--- config.mk ---
export PLATFORM = sky130hd
export DESIGN_NAME = alarm_event_tx
export DESIGN_NICKNAME = d
export VERILOG_FILES = /design/src/rtl/alarm_pkg.sv /design/src/rtl/uart_tx_core.sv /design/src/rtl/alarm_event_tx.sv
export SDC_FILE = /design/constraint.sdc
export NUM_CORES = 1
export LEC_CHECK = 0
export ABC_AREA = 1
export BUFFER_PORTS_ARGS = -buffer_cell sky130_fd_sc_hd__buf_4
export CORE_AREA = 2 2 68 70
export CTS_BUF_LIST = sky130_fd_sc_hd__clkbuf_16
export CTS_CLUSTER_SIZE = 28
export DETAILED_ROUTE_END_ITERATION = 16
export DIE_AREA = 0 0 70 72
export GPL_TIMING_DRIVEN = 0
export PLACE_DENSITY = 0.76
export SLEW_MARGIN = 5
export SYNTH_ARGS = -nofsm -noshare
export SYNTH_HDL_FRONTEND = slang
export SYNTH_HIERARCHICAL = 1
export SYNTH_SLANG_ARGS = --single-unit
--- constraint.sdc ---
create_clock -name clk -period 5.05 [get_ports clk]
set_input_delay 0.505 -clock clk [delete_from_list [all_inputs] [get_ports clk]]
set_output_delay 0.505 -clock clk [all_outputs]
set_load 0.02 [all_outputs]
--- src/rtl/alarm_pkg.sv ---
// Shared types and constants for the alarm event reporter.
// Latency: none (declarations only).
// Backpressure: not applicable.
package alarm_pkg;

    localparam int NUM_ZONES = 3;
    localparam logic [1:0] EVT_TAG = 2'b10;

    localparam int EVT_ZONE_LSB = 0;
    localparam int EVT_SEQ_LSB  = 3;
    localparam int EVT_TAG_LSB  = 6;

    typedef enum logic [1:0] {
        ST_IDLE  = 2'd0,
        ST_START = 2'd1,
        ST_DATA  = 2'd2,
        ST_STOP  = 2'd3
    } tx_state_t;

    function automatic logic [7:0] make_evt(input logic [2:0] seq,
                                            input logic [NUM_ZONES-1:0] zones);
        logic [7:0] b;
        b = '0;
        b[EVT_TAG_LSB  +: 2]         = EVT_TAG;
        b[EVT_SEQ_LSB  +: 3]         = seq;
        b[EVT_ZONE_LSB +: NUM_ZONES] = zones;
        return b;
    endfunction

endpackage

--- src/rtl/uart_tx_core.sv ---
// 8N1 UART transmitter: one byte per load, LSB first, CLKS_PER_BIT clocks per bit.
// Latency: tx falls on the edge that accepts load; frame is 10*CLKS_PER_BIT cycles.
// Backpressure: rdy high in IDLE and in the last stop-bit cycle; load ignored otherwise.
module uart_tx_core
    import alarm_pkg::*;
#(
    parameter int CLKS_PER_BIT = 16
) (
    input  logic       clk,
    input  logic       rst_n,
    input  logic       load,
    input  logic [7:0] data,
    output logic       rdy,
    output logic       busy,
    output logic       tx
);

    localparam logic [11:0] BAUD_LAST = 12'(CLKS_PER_BIT - 1);

    tx_state_t   state_q, state_d;
    logic [11:0] baud_q, baud_d;
    logic [2:0]  bit_q, bit_d;
    logic [7:0]  shreg_q, shreg_d;
    logic        tx_d, busy_d;
    logic        bit_end;

    assign bit_end = (baud_q == BAUD_LAST);
    // A queued byte is taken at the end of the stop bit so the next start bit
    // follows without an idle cycle in between.
    assign rdy = (state_q == ST_IDLE) | ((state_q == ST_STOP) & bit_end);

    always_comb begin
        state_d = state_q;
        baud_d  = baud_q + 12'd1;
        bit_d   = bit_q;
        shreg_d = shreg_q;
        tx_d    = tx;
        busy_d  = busy;
        case (state_q)
            ST_IDLE: begin
                baud_d = '0;
                if (load) begin
                    state_d = ST_START;
                    shreg_d = data;
                    tx_d    = 1'b0;
                    busy_d  = 1'b1;
                end
            end
            ST_START: begin
                if (bit_end) begin
                    state_d = ST_DATA;
                    baud_d  = '0;
                    bit_d   = '0;
                    tx_d    = shreg_q[0];
                    shreg_d = {1'b0, shreg_q[7:1]};
                end
            end
            ST_DATA: begin
                if (bit_end) begin
                    baud_d = '0;
                    if (bit_q == 3'd7) begin
                        state_d = ST_STOP;
                        tx_d    = 1'b1;
                    end else begin
                        bit_d   = bit_q + 3'd1;
                        tx_d    = shreg_q[0];
                        shreg_d = {1'b0, shreg_q[7:1]};
                    end
                end
            end
            ST_STOP: begin
                if (bit_end) begin
                    baud_d = '0;
                    if (load) begin
                        state_d = ST_START;
                        shreg_d = data;
                        tx_d    = 1'b0;
                    end else begin
                        state_d = ST_IDLE;
                        busy_d  = 1'b0;
                    end
                end
            end
            default: begin
                state_d = ST_IDLE;
                baud_d  = '0;
                tx_d    = 1'b1;
                busy_d  = 1'b0;
            end
        endcase
    end

    always_ff @(posedge clk or negedge rst_n) begin
        if (!rst_n) begin
            state_q <= ST_IDLE;
            baud_q  <= '0;
            bit_q   <= '0;
            shreg_q <= '0;
            tx      <= 1'b1;
            busy    <= 1'b0;
        end else begin
            state_q <= state_d;
            baud_q  <= baud_d;
            bit_q   <= bit_d;
            shreg_q <= shreg_d;
            tx      <= tx_d;
            busy    <= busy_d;
        end
    end

endmodule

--- src/rtl/alarm_event_tx.sv ---
// Zone-trip event reporter: baseline compare, one-shot per zone, one UART frame per event.
// Latency: zone change sampled at edge k -> tx falls at edge k+3.
// Backpressure: single pending slot; events arriving while full merge into it and set overflow.
module alarm_event_tx
    import alarm_pkg::*;
#(
    parameter int CLKS_PER_BIT = 16
) (
    input  logic                 clk,
    input  logic                 rst_n,
    input  logic [NUM_ZONES-1:0] zone_in,
    input  logic                 snap,
    input  logic                 armed,
    output logic                 tx,
    output logic                 busy,
    output logic                 overflow
);

    logic [NUM_ZONES-1:0] zs_meta, zs;
    logic [NUM_ZONES-1:0] baseline, reported, new_z;
    logic [2:0]           seq;
    logic                 pend_vld;
    logic [7:0]           pend_dat;
    logic                 core_rdy;
    logic                 take, evt, slot_free;

    always_ff @(posedge clk or negedge rst_n) begin
        if (!rst_n) begin
            zs_meta <= '0;
            zs      <= '0;
        end else begin
            zs_meta <= zone_in;
            zs      <= zs_meta;
        end
    end

    assign new_z     = armed ? ((zs ^ baseline) & ~reported) : '0;
    // A snap in the same cycle as a detection suppresses the event.
    assign evt       = (|new_z) & ~snap;
    assign take      = pend_vld & core_rdy;
    assign slot_free = ~pend_vld | take;

    always_ff @(posedge clk or negedge rst_n) begin
        if (!rst_n) begin
            baseline <= '0;
            reported <= '0;
        end else if (snap) begin
            baseline <= zs;
            reported <= '0;
        end else if (!armed) begin
            reported <= '0;
        end else begin
            reported <= reported | new_z;
        end
    end

    always_ff @(posedge clk or negedge rst_n) begin
        if (!rst_n) begin
            pend_vld <= 1'b0;
            pend_dat <= '0;
            seq      <= '0;
            overflow <= 1'b0;
        end else if (evt && slot_free) begin
            pend_vld <= 1'b1;
            pend_dat <= make_evt(seq, new_z);
            seq      <= seq + 3'd1;
        end else if (evt) begin
            pend_dat[EVT_ZONE_LSB +: NUM_ZONES] <= pend_dat[EVT_ZONE_LSB +: NUM_ZONES] | new_z;
            overflow <= 1'b1;
        end else if (take) begin
            pend_vld <= 1'b0;
        end
    end

    uart_tx_core #(
        .CLKS_PER_BIT(CLKS_PER_BIT)
    ) u_tx (
        .clk   (clk),
        .rst_n (rst_n),
        .load  (pend_vld),
        .data  (pend_dat),
        .rdy   (core_rdy),
        .busy  (busy),
        .tx    (tx)
    );

endmodule
==> run summary <==
Max-slew headroom: 0.573
Final Wtd Congestion: 0.811
Clock Skews: 3.12 ps
final hold viol count: 0
hold_buf cts: 0
Remaining Overflow, GRT: 0
clock root buffer: clkbuf_16
1st-iter DRT viols: 112
Clk Latency, worst-skew pair: 280 ps
area of the multi-input gates: 1070 um^2
post-CTS setup repair buffer count: 0
row cnt: 24
non-filler cells in the finished layout: 369
reg2reg setup slack: 3080 ps
vias in the first global route: 1892
Net Count, Synth: 316
Starting Density: 0.589
Max-cap violations: 0
leakage power: 1.50 nW
initial antenna violation count: 0
Yosys cell types: 30
Worst Setup End Kind: flop
# H-tree levels: 2
Max Slew Vio Count: 0
GRT Overall Usage: 0.203
PortBufs: 9
RSZ-0062 raised after global routing: false
Synth warnings: 6
CP startpoint: u_tx/state_q[0]$_DFFE_PN0P_
CTS Buf Count: 5
core area: 4260 um^2
Slew @ Worst Pin: 640 ps
Layout area overhead: 11.8%
worst setup slack after layout: 3080 ps
outcome: completed
Seq/Total Area, Yosys: 0.509
first-pass GRT wire length: 8230 um
Period minus WS final: 1970 ps
DRT Pass-1 Iters: 4
Die Ht: 72 um
Antenna Nets Post-Route: 0
clk slew on worst S/H paths: 60 ps
setup TNS: 0 ps
top cells by area, synth: dfrtp_1 50%, nand2_1 16%, inv_1 5.2%
Worst EP required: 5220 ps
Max Root-Sink Buffers: 2
syn avg cell area: 8.34 um^2
Fill cells: 343
register area: 1280 um^2
top-area cell type share of the netlist area: 0.498
synthesized area: 2510 um^2
Post-Syn Instances: 301
layout cells sized above 1: 0.104
#FFs+latches synth: 51
die area: 5040 um^2
DR vias/cell: 5.24
vias: 1935
DRT Wirelength: 4540 um
DR WL/cell: 12.3 um
Final period util: 0.390
pwr dens: 304 nW/um^2
dpl ws: 3170 ps
detailed placer's ending HPWL: 3050 um
CP Class: reg -> reg
worst endpoint data arrival time: 2140 ps
antenna diode count: 0
Reg-to-Reg Start: u_tx/state_q[0]$_DFFE_PN0P_
Worst R2R Path Depth: 8
CP Max Fanout: 10
r2r endpoint: u_tx/shreg_q[2]$_DFFE_PN0P_
Ports: 10
Clock Sinks: 51
fmax: 507 MHz
dpl cells: 362
Worst Hold Class: in -> async
Peak supply drop: 260 uV
die width: 70 um
Yosys top cell by area: dfrtp_1
Fin Hold WS: 234 ps
DRC: 0
CTS tree: built
pin count of the biggest net entering global routing: 52
count of final setup violators: 0
critical path startpoint category: flop
fin nets: 332
post_cts resized: 0
## kinds of logic after synthesis
family          count (synthesis)  share of synthesized area
flops                          51                      0.509
buf+inv                        39                     0.0658
xor+xnor                        5                     0.0174
other cells                     1                    0.00149
fa+ha+maj                       8                     0.0399
simple gates                  176                      0.314
compound gates                 21                     0.0528
## how the worst max path moves through the flow
stage                                             end  slack (ps)  cells past startpoint
final                     u_tx/shreg_q[2]$_DFFE_PN0P_        3080                      8
after global routing      u_tx/shreg_q[2]$_DFFE_PN0P_        2920                      8
after CTS                 u_tx/shreg_q[2]$_DFFE_PN0P_        3110                      8
after detailed placement  u_tx/shreg_q[0]$_DFFE_PN0P_        3170                      8
after global placement    u_tx/shreg_q[4]$_DFFE_PN0P_        3180                      8
after floorplan           u_tx/shreg_q[7]$_DFFE_PN0P_        3450                      8
## critical path, cell delays in order (launching register included)
cell     delay (ps)
dfrtp_1         400
inv_1           110
ha_1            310
buf_4           170
inv_2           110
a22oi_2         380
nand2_2         220
nand2_1         120
nand2_1          60
## cells in the mapped netlist
cell        n
inv_2       1
dfstp_2     1
xor2_1      3
o21a_1      1
nor3_4      1
xnor2_1     2
o21ai_0     7
nor2_2      1
a21oi_1     8
inv_1      35
nand3b_1    1
o21bai_1    1
nand4_1     9
o21ai_4     1
nand2_2     3
a22oi_2     1
nor2_1     28
o211ai_1    1
nor3b_1     1
nand3_1    20
ha_1        8
buf_6       2
dfrtp_1    50
nor3_1      3
o22ai_1     1
nand3_4     2
buf_4       1
nand3_2     3
nand2_1   104
conb_1      1
## where the power goes
group          internal (mW)  switching (mW)
clock network          0.231           0.136
registers              0.425          0.0116
logic                 0.0169          0.0328
## flip-flops by register name, indices dropped and copies added (netlist names)
| register | count |
|---|---|
| zs | 3 |
| zs_meta | 3 |
| seq | 3 |
| reported | 3 |
| pend_vld | 1 |
| u_tx/state_q | 2 |
| u_tx/busy | 1 |
| u_tx/bit_q | 3 |
| u_tx/baud_q | 12 |
| u_tx/shreg_q | 8 |
| overflow | 1 |
| u_tx/tx | 1 |
| pend_dat | 7 |
| baseline | 3 |
## routing by layer
metal  global-route usage  routed length, um  up-vias
met5                    0                  0        -
met4               0.0513                 34        0
met3               0.0417                150        4
met2                0.360               2200       31
met1                0.256               2150      918
li1                     -                  -      982
## cell usage in the layout, fill, tap and decap left out
| cell | Yosys | layout |
|---|---|---|
| o211ai_1 | 1 | 1 |
| inv_1 | 35 | 35 |
| nand3b_1 | 1 | 1 |
| buf_4 | 1 | 10 |
| clkinvlp_4 | 0 | 1 |
| xnor2_1 | 2 | 2 |
| nor3_4 | 1 | 1 |
| nor2_2 | 1 | 1 |
| nand3_4 | 2 | 2 |
| inv_2 | 1 | 1 |
| clkbuf_16 | 0 | 5 |
| o21bai_1 | 1 | 1 |
| o22ai_1 | 1 | 1 |
| nand2_1 | 104 | 104 |
| nand2_2 | 3 | 3 |
| nor2_1 | 28 | 28 |
| nand4_1 | 9 | 9 |
| o21ai_4 | 1 | 1 |
| nor3_1 | 3 | 3 |
| dfstp_2 | 1 | 1 |
| xor2_1 | 3 | 3 |
| a21oi_1 | 8 | 8 |
| dfrtp_1 | 50 | 50 |
| buf_6 | 2 | 2 |
| o21ai_0 | 7 | 7 |
| bufinv_16 | 0 | 1 |
| nor3b_1 | 1 | 1 |
| conb_1 | 1 | 1 |
| a22oi_2 | 1 | 1 |
| o21a_1 | 1 | 1 |
| nand3_1 | 20 | 20 |
| ha_1 | 8 | 8 |
| nand3_2 | 3 | 3 |
## metrics by stage
step / area (um^2) / util / total power [mW]
2_1_floorplan: 2510 / - / 0.472
3_3_place_gp: 2640 / 0.620 / 0.490
3_5_place_dp: 2640 / 0.620 / 0.494
4_1_cts: 2810 / 0.658 / 0.864
5_1_grt: 2810 / 0.658 / 0.891
6_report: 2810 / 0.658 / 0.853
## layout make-up
class                           count  area share
Buffer                              3      0.0107
Clock buffer                        5      0.0446
Clock inverter                      2      0.0134
Inverter                           36      0.0481
Multi-Input combinational cell    211       0.381
Sequential cell                    51       0.455
Tap cell                           52      0.0232
Timing Repair Buffer                9      0.0241
No activity file was read; power rests on OpenSTA's default activity.
